**src/rtl/popcount_frame_acc_if.sv**
```systemverilog
// Word-count stream in, frame-summary stream out, for the popcount frame accumulator.
// slave is the accumulator side; master is the upstream producer / downstream consumer side.
interface popcount_frame_acc_if #(
  parameter int CNT_WIDTH  = 6,
  parameter int SUM_WIDTH  = 16,
  parameter int WCNT_WIDTH = 8
);
  logic                  in_valid;
  logic                  in_ready;
  logic [CNT_WIDTH-1:0]  in_count;
  logic                  in_last;
  logic [SUM_WIDTH-1:0]  threshold;

  logic                  out_valid;
  logic                  out_ready;
  logic [SUM_WIDTH-1:0]  out_sum;
  logic [WCNT_WIDTH-1:0] out_words;
  logic [CNT_WIDTH-1:0]  out_max;
  logic                  out_over;
  logic                  out_sat;

  modport slave (
    input  in_valid, in_count, in_last, threshold, out_ready,
    output in_ready, out_valid, out_sum, out_words, out_max, out_over, out_sat
  );

  modport master (
    output in_valid, in_count, in_last, threshold, out_ready,
    input  in_ready, out_valid, out_sum, out_words, out_max, out_over, out_sat
  );
endinterface

```
**src/rtl/popcount_frame_acc.sv**
```systemverilog
// Accumulates per-word ones counts over an in_last-delimited frame and presents a
// saturating frame summary (sum, words, max, threshold and saturation flags).
//   state | meaning
//   ACC   | accumulating a frame, no summary pending
//   HOLD  | summary presented on out_*, waiting for out_ready
module popcount_frame_acc #(
  parameter int CNT_WIDTH  = 6,
  parameter int SUM_WIDTH  = 16,
  parameter int WCNT_WIDTH = 8
) (
  input  logic                 clk,
  input  logic                 rst,
  popcount_frame_acc_if.slave  bus
);

  typedef enum logic {
    ACC  = 1'b0,
    HOLD = 1'b1
  } state_t;

  state_t state;
  state_t state_nxt;

  logic [SUM_WIDTH-1:0]  acc_sum;
  logic [WCNT_WIDTH-1:0] acc_words;
  logic [CNT_WIDTH-1:0]  acc_max;
  logic                  acc_sat;

  logic [SUM_WIDTH-1:0]  out_sum;
  logic [WCNT_WIDTH-1:0] out_words;
  logic [CNT_WIDTH-1:0]  out_max;
  logic                  out_over;
  logic                  out_sat;

  logic                  out_valid;
  logic                  in_ready;
  logic                  in_fire;
  logic                  last_fire;

  logic [SUM_WIDTH:0]    sum_ext;
  logic [WCNT_WIDTH:0]   words_ext;
  logic [SUM_WIDTH-1:0]  sum_nxt;
  logic [WCNT_WIDTH-1:0] words_nxt;
  logic [CNT_WIDTH-1:0]  max_nxt;
  logic                  sat_nxt;
  logic                  over_nxt;

  assign out_valid = (state == HOLD);
  assign in_ready  = !out_valid || bus.out_ready;
  assign in_fire   = bus.in_valid && in_ready;
  assign last_fire = in_fire && bus.in_last;

  // One carry bit above each accumulator catches overflow before the clamp.
  always_comb begin
    sum_ext   = {1'b0, acc_sum} + {{(SUM_WIDTH + 1 - CNT_WIDTH){1'b0}}, bus.in_count};
    words_ext = {1'b0, acc_words} + {{WCNT_WIDTH{1'b0}}, 1'b1};
    sum_nxt   = sum_ext[SUM_WIDTH] ? {SUM_WIDTH{1'b1}} : sum_ext[SUM_WIDTH-1:0];
    words_nxt = words_ext[WCNT_WIDTH] ? {WCNT_WIDTH{1'b1}} : words_ext[WCNT_WIDTH-1:0];
    max_nxt   = (bus.in_count > acc_max) ? bus.in_count : acc_max;
    sat_nxt   = acc_sat || sum_ext[SUM_WIDTH] || words_ext[WCNT_WIDTH];
    over_nxt  = (sum_ext >= {1'b0, bus.threshold});
  end

  always_ff @(posedge clk or posedge rst) begin
    if (rst) begin
      state <= ACC;
    end else begin
      state <= state_nxt;
    end
  end

  always_comb begin
    state_nxt = state;
    case (state)
      ACC: begin
        if (last_fire) state_nxt = HOLD;
      end
      HOLD: begin
        if (!last_fire && bus.out_ready) state_nxt = ACC;
      end
      default: state_nxt = ACC;
    endcase
  end

  always_ff @(posedge clk or posedge rst) begin
    if (rst) begin
      acc_sum   <= '0;
      acc_words <= '0;
      acc_max   <= '0;
      acc_sat   <= 1'b0;
    end else if (in_fire) begin
      if (bus.in_last) begin
        acc_sum   <= '0;
        acc_words <= '0;
        acc_max   <= '0;
        acc_sat   <= 1'b0;
      end else begin
        acc_sum   <= sum_nxt;
        acc_words <= words_nxt;
        acc_max   <= max_nxt;
        acc_sat   <= sat_nxt;
      end
    end
  end

  // The summary only changes on a last-word transfer, so it is stable throughout HOLD.
  always_ff @(posedge clk or posedge rst) begin
    if (rst) begin
      out_sum   <= '0;
      out_words <= '0;
      out_max   <= '0;
      out_over  <= 1'b0;
      out_sat   <= 1'b0;
    end else if (last_fire) begin
      out_sum   <= sum_nxt;
      out_words <= words_nxt;
      out_max   <= max_nxt;
      out_over  <= over_nxt;
      out_sat   <= sat_nxt;
    end
  end

  assign bus.in_ready  = in_ready;
  assign bus.out_valid = out_valid;
  assign bus.out_sum   = out_sum;
  assign bus.out_words = out_words;
  assign bus.out_max   = out_max;
  assign bus.out_over  = out_over;
  assign bus.out_sat   = out_sat;

endmodule

```
**src/flat_wrapper.sv**
```systemverilog
// flat-port wrapper written by rule: the top's interface ports become plain ports
module popcount_frame_acc_flat 
#(
  parameter int CNT_WIDTH  = 6,
  parameter int SUM_WIDTH  = 16,
  parameter int WCNT_WIDTH = 8
)
  (clk, rst, bus_in_valid, bus_in_count, bus_in_last, bus_threshold, bus_out_ready, bus_in_ready, bus_out_valid, bus_out_sum, bus_out_words, bus_out_max, bus_out_over, bus_out_sat);
  popcount_frame_acc_if #(.CNT_WIDTH(CNT_WIDTH), .SUM_WIDTH(SUM_WIDTH), .WCNT_WIDTH(WCNT_WIDTH)) bus_i ();
  input  logic clk;
  input  logic rst;
  input wire logic [$bits(bus_i.in_valid)-1:0] bus_in_valid;
  input wire logic [$bits(bus_i.in_count)-1:0] bus_in_count;
  input wire logic [$bits(bus_i.in_last)-1:0] bus_in_last;
  input wire logic [$bits(bus_i.threshold)-1:0] bus_threshold;
  input wire logic [$bits(bus_i.out_ready)-1:0] bus_out_ready;
  output wire logic [$bits(bus_i.in_ready)-1:0] bus_in_ready;
  output wire logic [$bits(bus_i.out_valid)-1:0] bus_out_valid;
  output wire logic [$bits(bus_i.out_sum)-1:0] bus_out_sum;
  output wire logic [$bits(bus_i.out_words)-1:0] bus_out_words;
  output wire logic [$bits(bus_i.out_max)-1:0] bus_out_max;
  output wire logic [$bits(bus_i.out_over)-1:0] bus_out_over;
  output wire logic [$bits(bus_i.out_sat)-1:0] bus_out_sat;
  assign bus_i.in_valid = bus_in_valid;
  assign bus_i.in_count = bus_in_count;
  assign bus_i.in_last = bus_in_last;
  assign bus_i.threshold = bus_threshold;
  assign bus_i.out_ready = bus_out_ready;
  assign bus_in_ready = bus_i.in_ready;
  assign bus_out_valid = bus_i.out_valid;
  assign bus_out_sum = bus_i.out_sum;
  assign bus_out_words = bus_i.out_words;
  assign bus_out_max = bus_i.out_max;
  assign bus_out_over = bus_i.out_over;
  assign bus_out_sat = bus_i.out_sat;
  popcount_frame_acc #(.CNT_WIDTH(CNT_WIDTH), .SUM_WIDTH(SUM_WIDTH), .WCNT_WIDTH(WCNT_WIDTH)) u_core (.clk(clk), .rst(rst), .bus(bus_i));
endmodule
```
**config.mk**
```make
export PLATFORM = sky130hd
export DESIGN_NAME = popcount_frame_acc_flat
export DESIGN_NICKNAME = d
export VERILOG_FILES = /design/src/rtl/popcount_frame_acc_if.sv /design/src/rtl/popcount_frame_acc.sv /design/src/flat_wrapper.sv
export SDC_FILE = /design/constraint.sdc
export NUM_CORES = 1
export LEC_CHECK = 0
export ABC_AREA = 0
export BUFFER_PORTS_ARGS = -buffer_cell sky130_fd_sc_hd__buf_2
export CORE_UTILIZATION = 50
export DETAILED_ROUTE_END_ITERATION = 8
export HOLD_SLACK_MARGIN = 0.06
export PLACE_DENSITY = 0.72
export SLEW_MARGIN = 20
export SYNTH_ARGS = -nofsm -noshare
export SYNTH_HDL_FRONTEND = slang
export SYNTH_SLANG_ARGS = --single-unit
```
**constraint.sdc**
```tcl
create_clock -name clk -period 3.5 [get_ports clk]
set_clock_uncertainty 0.15 [all_clocks]
set_input_delay 0.35 -clock clk [delete_from_list [all_inputs] [get_ports clk]]
set_output_delay 0.35 -clock clk [all_outputs]
set_load 0.005 [all_outputs]
```
[Word level (Yosys, flattened, before mapping)]
Index checks and enable logic that the tools add are counted.
Word-level totals
  RAM bits: 0
  register bits after elaboration: 64
  ROM bits: 0
  memories: 0
  input port bits: 27
  latch bits: 0
Cells by class
  equal/unequal tests: 0
  bitwise operators: 1
  $add $sub $neg: 2
  multiplexer cells: 10
  divide/modulo/power cells: 0
  shift-type cells: 0
  multipliers: 0
  reduce and logical (&&, ||, !) cells: 8
  magnitude comparators: 2
Operators by type and width (number)
  $mux 16: 2
  $add 16x6->17: 1
  $ge 17x16->1: 1
  $mux 8: 2
  $mux 6: 2
  $add 8x1->9 const B: 1
  $gt 6x6->1: 1
  $logic_and 1x1->1: 3
  $logic_or 1x1->1: 3
  $mux 1: 3
  $logic_not 1->1: 2
  $pmux 1 s2: 1
  $not 1->1: 1

[Logic depth before layout (Yosys ltp)]
  depth in word-level cells: 8
  mapped depth: 13
  mapped depth without buffers: 12

[Worst setup path after synthesis]
Ideal clock, no wire load.
  kind: register to register
  from: register u_core.acc_sum[0]
  to: register u_core.out_over (netlist: u_core.bus.out_over)
  stages on the path, launching flop included: 13
  required time: 3.224 ns
  arrival time: 2.710 ns
  path buffers: 1
  path slack: 0.514 ns
  cell sequence: dfrtp_1 ha_1 fa_1 a21o_1 a221oi_2 buf_2 nor3_1 xor2_1 ha_1 a21o_1 a21oi_1 and3_1 a31oi_1
On the way
  cells in the longest elaborated chain, start to end: 2
Ends and longest elaborated chain
  start, declared: RTL line popcount_frame_acc.sv:24  | logic [SUM_WIDTH-1:0] acc_sum;
  start signal, assigned: RTL line popcount_frame_acc.sv:98  | acc_sum <= sum_nxt;
  $add 16x6->17: RTL line popcount_frame_acc.sv:55  | sum_ext = {1'b0, acc_sum} + {{(SUM_WIDTH + 1 - CNT_WIDTH){1'b0}}, bus.in_count};
  $ge 17x16->1: RTL line popcount_frame_acc.sv:61  | over_nxt = (sum_ext >= {1'b0, bus.threshold});
  end signal, assigned: RTL line popcount_frame_acc.sv:118  | out_over <= over_nxt;
  end, declared: RTL line popcount_frame_acc.sv:32  | logic out_over;
Every way passes these cells.
A chain may end at the register's enable or synchronous reset.

[Worst setup path in the final report]
Ends and elaborated chain as after synthesis.

==> qor.yml <==
clockBufferDepth: 2
synth_flop_cell: "dfrtp_1"
die-area_um2: 8030
reg2reg_slack_ns: 0.31
layout_common_cells: "dfrtp_1 (64), buf_2 (60), nand2_1 (43)"
fp.dieH_um: 89.6
min_period_ns: 3.19
ios: 61
htree_num_levels: 3
synth_seq_area_share: 0.417
synth_area_um2: 3840
yosys_warnings: 0
cts.reportedPaths.clkPinSlew_ns: 0.07
grt_pass1_vias: 3106
synthCells: 420
ant_nets: 0
final.period_utilization: 0.912
worst_skew_pair.late_latency_ns: 0.34
numCtsBuffers: 9
core_um2: 7330
pwr_density_cell_nw_per_um2: 553
clockRootBuffer: "clkbuf_8"
drt_first_iter_violations: 159
outcome: "complete, no violations"
relSlewSlack: 0.464
cts_resized: 0
peakVddDrop_v: 0.000312
tightest_slew_ns: 0.804
fin_ws_ns: 0.308
dp_hpwl_mm: 6.45
holdBufCountCts: 0
synth.avg_cell_area_um2: 9.14
power_w: 0.00246
r2r_start: "u_core.acc_sum[0]"
synthArstFlopShare: 1.00
ys_ff_latch: 64
cts_tree: "done"
maxCapViolations: 0
criticalPathCategory: "reg -> reg"
rsz0062_at_grt: "no"
final_util: 0.606
die_x_um: 89.6
fmax_ghz: 0.313
crit_required_ns: 3.62
cts_setup_buffers: 0
yosys.area.top_type_share: 0.417
rows: 31
p_leak_nw: 2.24
drive_gt1_frac: 0.192
hp-class: "in -> async"
layout_commonest_cell: "dfrtp_1"
critPathMaxFanout: 13
antenna_found_initial: 0
finalMaxSlewViolations: 0
first_pass_iters: 5
pre_cts_slack_ns: 0.206
synth_enable_flop_cells: 0
gp_congestion: 0.865
final_nets: 533
totalWireLength_mm: 8.71
globalRouteOverflowTotal: 0
hold_violations: 0
reg2reg_depth: 12
synth.area.top_cells: "dfrtp_1 (42%), ha_1 (9.4%), a21oi_1 (4.3%)"
initial_core_util: 0.524
reg2reg_to: "u_core.bus.out_over"
antenna_cells: 0
synth_largest_area_cell: "dfrtp_1"
fin_setup_tns_ns: 0
area_delta_synth_final_pct: 15.7
grt_max_degree: 65
io_buffer_count: 60
cp-end-kind: "register"
grt_usage: 0.238
num_vias: 3276
finalSetupViolations: 0
synth_cell_types: 52
grt_pass1_wl_mm: 14.3
syn-num-nets: 477
wl_per_cell_um: 15.0
drt_drc_violations_left: 0
clkSinkCount: 64
critical_path_arrival_ns: 3.31
vias_per_cell: 5.66
cp-start-kind: "register"
hold_ws_ns: 0.0848
[per-stage QoR]
step                std cells  instance area [µm²]
detailed placement        564                 4220
CTS                       579                 4440
global route              579                 4440
floorplan                 420                 3840
global placement          564                 4220
finish                    579                 4440
[flip-flops by register name (all words and copies together), names as in the netlist]
signal,cells
u_core.bus.out_words,8
u_core.acc_words,8
u_core.bus.out_sum,16
u_core.bus.out_valid,1
u_core.bus.out_sat,1
u_core.bus.out_max,6
u_core.acc_max,6
u_core.acc_sat,1
u_core.bus.out_over,1
u_core.acc_sum,16
[worst max-delay path: stages, from the launching register on]
cell	delay (ns)
dfrtp_1	0.38
ha_1	0.22
fa_1	0.42
a21o_1	0.21
a221oi_2	0.24
buf_4	0.22
nor3_1	0.11
xor2_1	0.16
ha_1	0.32
nand3_1	0.10
nor3_1	0.32
nand3_1	0.13
a31oi_1	0.14
[cell type report]
| type | count | area (µm²) |
|---|---|---|
| fillers | 655 | 2890 |
| inverters | 27 | 101 |
| well taps | 99 | 124 |
| flip-flops and latches | 64 | 1600 |
| clock buffers | 12 | 155 |
| clock inverters | 3 | 65.1 |
| repair buffers | 68 | 360 |
| multi-input cells | 306 | 2040 |
[Yosys cell counts (all sizes together), types with 2 or more instances]
cell type and count:
dfrtp 64, nand2 43, a21oi 34, o21ai 34
ha 29, inv 27, nor2 26, clkbuf 17
nand3 11, a31oi 10, xor2 10, and3 9
nor3 9, a21o 7, mux2i 7, nand2b 7
o22a 7, xnor2 7, a22o 6, buf 6
and2 4, and4 4, a211oi 3, a31o 3
nand4 3, nor2b 3, nor3b 3, nor4 3
o21a 3, o31ai 3, a21boi 2, a41o 2
o31a 2, or3 2
[where the power goes]
part           switching (W)  internal [W]
clock               0.000276      0.000435
combinational       0.000442      0.000343
sequential         0.0000899      0.000873
total               0.000808       0.00165
[worst max path at each step]
stage / start / endpoint / slack, ns / cells after the start
final: u_core.acc_sum[0] / u_core.bus.out_over / 0.31 / 12
after global routing: u_core.acc_sum[0] / u_core.bus.out_over / 0.07 / 12
after CTS: u_core.acc_sum[0] / u_core.bus.out_over / 0.32 / 12
after detailed placement: bus_in_count[0] / u_core.bus.out_over / 0.21 / 13
after global placement: bus_in_count[0] / u_core.bus.out_over / 0.40 / 13
after floorplan: u_core.acc_sum[0] / u_core.bus.out_over / 0.51 / 12
[routing by layer]
layer	global-route usage	wire length [µm]	up-vias
li1	-	-	1613
met1	0.306	4010	1559
met2	0.390	4070	88
met3	0.0484	466	16
met4	0.101	170	0
met5	0	0	-
[cell families (layout without fill, tap and decap cells)]
| kind of cell | Yosys count | in the layout | share of synthesized area |
|---|---|---|---|
| buffers and inverters | 50 | 110 | 0.0525 |
| XOR/XNOR | 17 | 17 | 0.0388 |
| AND/OR/NAND/NOR | 129 | 129 | 0.168 |
| multiplexers | 7 | 7 | 0.0182 |
| flip-flops | 64 | 64 | 0.417 |
| adder cells (fa/ha/maj) | 30 | 30 | 0.0997 |
| AO/OA/AOI/OAI | 123 | 123 | 0.206 |
Note: power is estimated with default switching activity, not from simulation.
